File: config.mk
export PLATFORM = sky130hd
export DESIGN_NAME = cdc_hs_tx_flat
export DESIGN_NICKNAME = d
export VERILOG_FILES = /design/src/rtl/cdc_hs_pkg.sv /design/src/rtl/cdc_hs_tx_if.sv /design/src/rtl/sync_2ff_n.sv /design/src/rtl/cdc_hs_tx.sv /design/src/flat_wrapper.sv
export SDC_FILE = /design/constraint.sdc
export NUM_CORES = 1
export LEC_CHECK = 0
export CORE_MARGIN = 2
export CORE_UTILIZATION = 67
export CTS_CLUSTER_DIAMETER = 30
export CTS_CLUSTER_SIZE = 25
export DETAILED_ROUTE_END_ITERATION = 8
export DONT_BUFFER_PORTS = 1
export PLACE_DENSITY = 0.79
export REMOVE_ABC_BUFFERS = 1
export SKIP_LAST_GASP = 1
export SYNTH_ARGS = -nofsm -noshare
export SYNTH_HDL_FRONTEND = slang
export SYNTH_SLANG_ARGS = --single-unit
File: constraint.sdc
create_clock -name clk_i -period 3.45 [get_ports clk_i]
set_input_delay 0.69 -clock clk_i [delete_from_list [all_inputs] [get_ports clk_i]]
set_output_delay 0.69 -clock clk_i [all_outputs]
set_load 0.02 [all_outputs]
File: src/rtl/cdc_hs_pkg.sv
// Shared types and helpers for the toggle request/acknowledge crossing, source side.
// Latency: n/a. Backpressure: n/a.
// Holds the FSM state type and the wait-counter sizing function.
package cdc_hs_pkg;

    typedef enum logic {
        IDLE = 1'b0,
        WAIT = 1'b1
    } state_e;

    function automatic int wcnt_width(input int tmo_cyc);
        int w;
        w = $clog2(tmo_cyc + 1);
        return (w < 1) ? 1 : w;
    endfunction

endpackage

File: src/rtl/cdc_hs_tx_if.sv
// Word handshake plus crossing bus between producer/destination (master) and cdc_hs_tx (slave).
// Latency: n/a (wires only). Backpressure: ready gates valid; xack echoes xreq.
// The master side drives data/valid and the destination's echoed acknowledge.
interface cdc_hs_tx_if #(
    parameter int WIDTH = 32
);
    logic [WIDTH-1:0] data;
    logic             valid;
    logic             ready;
    logic [WIDTH-1:0] xdata;
    logic             xreq;
    logic             xack;

    modport master (
        output data, valid, xack,
        input  ready, xdata, xreq
    );

    modport slave (
        input  data, valid, xack,
        output ready, xdata, xreq
    );
endinterface

File: src/rtl/sync_2ff_n.sv
// Single-bit two-flop synchroniser, asynchronous active-low reset to 0.
// Latency: 2 clk_i edges. Backpressure: none.
// Both stages carry ASYNC_REG so placement keeps them adjacent.
module sync_2ff_n (
    input  logic clk_i,
    input  logic rst_n_i,
    input  logic d_i,
    output logic q_o
);
    (* ASYNC_REG = "TRUE" *) logic meta_q;
    (* ASYNC_REG = "TRUE" *) logic sync_q;

    always_ff @(posedge clk_i or negedge rst_n_i) begin
        if (!rst_n_i) begin
            meta_q <= 1'b0;
            sync_q <= 1'b0;
        end else begin
            meta_q <= d_i;
            sync_q <= meta_q;
        end
    end

    assign q_o = sync_q;
endmodule

File: src/rtl/cdc_hs_tx.sv
// Source end of a toggle req/ack crossing: captures a word, toggles xreq, waits for echoed ack.
// Latency: xdata/xreq update 1 edge after accept; loopback round trip frees ready after 4 cycles.
// Backpressure: ready low while a request is outstanding or while ack_s disagrees with xreq.
module cdc_hs_tx
    import cdc_hs_pkg::*;
#(
    parameter int WIDTH       = 32,
    parameter int CNT_W       = 16,
    parameter int TIMEOUT_CYC = 1024
) (
    input  logic             clk_i,
    input  logic             rst_n_i,
    cdc_hs_tx_if.slave       hs,
    input  logic             clr_i,
    output logic             busy_o,
    output logic             timeout_o,
    output logic [CNT_W-1:0] xfer_cnt_o
);
    localparam int                WCNT_W = wcnt_width(TIMEOUT_CYC);
    localparam logic [WCNT_W-1:0] T_MAX  = WCNT_W'(TIMEOUT_CYC);
    localparam logic [WCNT_W-1:0] T_LAST = WCNT_W'(TIMEOUT_CYC - 1);

    state_e             state_q, state_d;
    logic [WIDTH-1:0]   xdata_q, xdata_d;
    logic               xreq_q, xreq_d;
    logic [WCNT_W-1:0]  wcnt_q, wcnt_d;
    logic [CNT_W-1:0]   xfer_cnt_q, xfer_cnt_d;
    logic               timeout_q, timeout_d;
    logic               tmo_set;
    logic               ack_s;
    logic               ready;

    sync_2ff_n u_ack_sync (
        .clk_i   (clk_i),
        .rst_n_i (rst_n_i),
        .d_i     (hs.xack),
        .q_o     (ack_s)
    );

    // A stale ack from an unreset destination must realign before new words go out.
    assign ready = (state_q == IDLE) && (ack_s == xreq_q);

    always_comb begin
        state_d    = state_q;
        xdata_d    = xdata_q;
        xreq_d     = xreq_q;
        wcnt_d     = wcnt_q;
        xfer_cnt_d = xfer_cnt_q;
        tmo_set    = 1'b0;
        case (state_q)
            IDLE: begin
                if (hs.valid && ready) begin
                    state_d = WAIT;
                    xdata_d = hs.data;
                    xreq_d  = ~xreq_q;
                    wcnt_d  = '0;
                end
            end
            WAIT: begin
                if (wcnt_q != T_MAX) begin
                    wcnt_d = wcnt_q + 1'b1;
                end
                // Only the edge that reaches the limit sets, so clr_i works while saturated.
                if ((TIMEOUT_CYC != 0) && (wcnt_q == T_LAST)) begin
                    tmo_set = 1'b1;
                end
                if (ack_s == xreq_q) begin
                    state_d    = IDLE;
                    xfer_cnt_d = xfer_cnt_q + 1'b1;
                end
            end
            default: state_d = IDLE;
        endcase
        timeout_d = tmo_set | (timeout_q & ~clr_i);
    end

    always_ff @(posedge clk_i or negedge rst_n_i) begin
        if (!rst_n_i) begin
            state_q    <= IDLE;
            xdata_q    <= '0;
            xreq_q     <= 1'b0;
            wcnt_q     <= '0;
            xfer_cnt_q <= '0;
            timeout_q  <= 1'b0;
        end else begin
            state_q    <= state_d;
            xdata_q    <= xdata_d;
            xreq_q     <= xreq_d;
            wcnt_q     <= wcnt_d;
            xfer_cnt_q <= xfer_cnt_d;
            timeout_q  <= timeout_d;
        end
    end

    assign hs.ready   = ready;
    assign hs.xdata   = xdata_q;
    assign hs.xreq    = xreq_q;
    assign busy_o     = (state_q == WAIT);
    assign timeout_o  = timeout_q;
    assign xfer_cnt_o = xfer_cnt_q;
endmodule
File: src/flat_wrapper.sv
// flat-port wrapper written by rule: the top's interface ports become plain ports
module cdc_hs_tx_flat import cdc_hs_pkg::*;
#(
    parameter int WIDTH       = 32,
    parameter int CNT_W       = 16,
    parameter int TIMEOUT_CYC = 1024
)
  (clk_i, rst_n_i, clr_i, busy_o, timeout_o, xfer_cnt_o, hs_data, hs_valid, hs_xack, hs_ready, hs_xdata, hs_xreq);
  cdc_hs_tx_if #(.WIDTH(WIDTH)) hs_i ();
  input  logic clk_i;
  input  logic rst_n_i;
  input  logic clr_i;
  output logic busy_o;
  output logic timeout_o;
  output logic [CNT_W-1:0] xfer_cnt_o;
  input wire logic [$bits(hs_i.data)-1:0] hs_data;
  input wire logic [$bits(hs_i.valid)-1:0] hs_valid;
  input wire logic [$bits(hs_i.xack)-1:0] hs_xack;
  output wire logic [$bits(hs_i.ready)-1:0] hs_ready;
  output wire logic [$bits(hs_i.xdata)-1:0] hs_xdata;
  output wire logic [$bits(hs_i.xreq)-1:0] hs_xreq;
  assign hs_i.data = hs_data;
  assign hs_i.valid = hs_valid;
  assign hs_i.xack = hs_xack;
  assign hs_ready = hs_i.ready;
  assign hs_xdata = hs_i.xdata;
  assign hs_xreq = hs_i.xreq;
  cdc_hs_tx #(.WIDTH(WIDTH), .CNT_W(CNT_W), .TIMEOUT_CYC(TIMEOUT_CYC)) u_core (.clk_i(clk_i), .rst_n_i(rst_n_i), .hs(hs_i), .clr_i(clr_i), .busy_o(busy_o), .timeout_o(timeout_o), .xfer_cnt_o(xfer_cnt_o));
endmodule
==> impl_metrics.yaml <==
status:
  status: "finished clean"
grt:
  grt_use_total: 0.255
  grt_util_met1: 0.318
  grtUsageMet3: 0.125
  use_met2: 0.382
  grt_pass1_vias: 1822
  overflow: 0
  antenna_found_initial: 0
  grt_max_degree: 65
  top_usage_layer: "met2"
  grt_pass1_wl_um: 8490
route:
  vias: 1761
  first_pass_iters: 5
  avgRoutedWirePerCell_um: 19.1
  drc: 0
  drt-initial-drc-count: 232
  post_drt_via_cell_ratio: 6.33
  ant_nets: 0
  wl_um: 5310
yosys:
  synth_ff_type: "dfrtp_1"
  synth-xor-area-share: 0.0609
  avgSynthCellArea_um2: 12.5
  synth_top_family_by_area: "multiplexers"
  synth_fa_ha_area_frac: 0.0137
  yosys_warnings: 0
  synth_compound_area_frac: 0.0636
  syn_area_um2: 2730
  ys_types: 37
  synth_mux_area_frac: 0.140
  async_reset_ff_frac: 1.00
  synth-simple-area-share: 0.106
  synth_edf_count: 0
  syn_inst: 219
  ys_seq_area_frac: 0.586
  yosys_register_bits: 64
timing:
  worstMarginPinSlew_ps: 882
  hold_viol: 0
  period_minus_slack_ps: 2340
  clock.fmax_mhz: 428
  rsz0062_at_grt: "false"
  fin_skew_ps: 7.84
  setup_viol: 0
  slew_headroom: 0.412
  period_share: 0.677
  slew_viol_final: 0
  fin_tns_setup_ps: 0
layout:
  final_net_count: 264
  final_cell_mix: "64 x dfrtp_1, 33 x mux2_2, 11 x nor2_1, 11 x nand2_1, 11 x clkbuf_8"
  final_util: 0.752
  areaGrowthSynthToFinish_pct: 9.29
  final_common_cell: "dfrtp_1"
  diodes: 0
  fillers: 246
  drive_gt1_frac: 0.224
setup_path:
  rr_worst_depth: 4
  worstSetupPathType: "reg2reg"
  crit_required_ps: 3710
  worst-path-max-fanout: 23
  worstPathArrival_ps: 2600
  end_kind: "flop"
  cp-start-kind: "flop"
  timing.reg2reg.setup_slack_ps: 1110
floorplan:
  rows: 23
  core_um2: 3970
  dieArea_um2: 4610
  initial_core_util: 0.688
  io_pins: 89
  die_w_um: 67.9
  die_y_um: 67.9
power_and_ir_drop:
  p_sw_mw: 1.03
  leakagePower_nw: 1.34
  pwr-share-clk: 0.258
  pwr_density_cell_nw_per_um2: 929
  p_int_mw: 1.74
  ir_drop_uv: 649
  power_frac_seq: 0.551
  combPwrFrac: 0.191
  swShare: 0.373
clocking:
  clock_latency_ps: 340
  cts_num_sinks: 64
  h-tree-depth: 3
  cts_hold_buf: 0
  post_cts_buffers: 0
  cts-buffers-inserted: 9
  clockBufferDepth: 2
  cts-root-buf: "clkbuf_8"
  cts_resized: 0
  path_clk_slew_ps: 70
  tritoncts: "yes"
place:
  dpl.hpwl_um: 3590
  routabilityCongestion: 0.869
  io_buffer_count: 0
job:
  maxCapViolCount: 0
worst_hold_path:
  hp-class: "in2async"
-- power groups by stage --
stage | sequential (mW) | clock (mW) | combinational (mW)
final | 1.53 | 0.715 | 0.530
after global routing | 1.57 | 0.763 | 0.590
after CTS | 1.53 | 0.725 | 0.535
after detailed placement | 1.54 | 0 | 0.534
after global placement | 1.53 | 0 | 0.503
after floorplan | 1.46 | 0 | 0.446
-- critical path, cell delays in order, from the launching register on --
cell	delay, ps
dfrtp_1	920
inv_2	180
or4_1	700
nor4_4	300
xor2_1	150
-- Yosys cell counts (3+ instances only) --
cell type	count	share of area
nand4_1	5	0.011
dfrtp_1	64	0.59
nand2_1	11	0.015
xor2_1	10	0.032
a21oi_1	5	0.0092
xnor2_1	9	0.029
and3_1	5	0.011
nor3_1	4	0.0073
mux2_2	33	0.14
nor2_1	11	0.015
clkbuf_1	3	0.0041
o21ai_0	9	0.016
ha_1	3	0.014
buf_4	3	0.0082
inv_1	9	0.012
nand3_1	10	0.018
-- per-layer routing --
metal | vias to the layer above | part of all wire
met4 | 0 | 0.0087
met3 | 8 | 0.11
met5 | - | 0
met2 | 94 | 0.48
li1 | 786 | -
met1 | 873 | 0.40
-- logic make-up after synthesis --
group / after synthesis
compound gates: 27
fa+ha+maj: 3
simple gates: 54
buf+inv: 18
xor+xnor: 19
mux: 34
flops: 64
-- area by class of cell --
class | instances | area (um^2) | area share
sequential | 64 | 1600 | 0.536
multi-input combinational | 137 | 1050 | 0.351
clock buffer | 12 | 155 | 0.0519
clock inverter | 3 | 65.1 | 0.0218
tap | 50 | 62.6 | 0.0209
inverter | 10 | 37.5 | 0.0126
timing repair buffer | 2 | 15.0 | 0.00503
-- state kept, by name (all words and copies together), names as in the netlist --
register,cells
u_core.hs.xdata,32
u_core.busy_o,1
u_core.u_ack_sync.meta_q,1
u_core.timeout_o,1
u_core.xfer_cnt_o,16
u_core.u_ack_sync.q_o,1
u_core.wcnt_q,11
u_core.hs.xreq,1
-- metrics by stage --
step	hold WS, ps	instance area (um^2)	cells	power [mW]	worst slack [ps]
2_1_floorplan	331	2690	211	1.91	1100
3_3_place_gp	333	2770	263	2.03	1200
3_5_place_dp	345	2770	263	2.07	1130
4_1_cts	26.7	2990	278	2.79	1130
5_1_grt	21.2	2990	278	2.92	948
6_report	43.8	2990	278	2.78	1110
-- path summary, 6_finish.rpt --
check                                                   start                                 to
min in group clk_i         u_core.u_ack_sync.meta_q$_DFF_PN0_    u_core.u_ack_sync.q_o$_DFF_PN0_
min                                                   rst_n_i       u_core.wcnt_q[2]$_DFFE_PN0P_
max in group asynchronous                             rst_n_i    u_core.hs.xdata[30]$_DFFE_PN0P_
max reg2reg                           u_core.busy_o$_DFF_PN0_  u_core.xfer_cnt_o[15]$_DFFE_PN0P_
max                                   u_core.busy_o$_DFF_PN0_  u_core.xfer_cnt_o[15]$_DFFE_PN0P_
min reg2reg                u_core.u_ack_sync.meta_q$_DFF_PN0_    u_core.u_ack_sync.q_o$_DFF_PN0_
(Power assumes the default switching activity.)
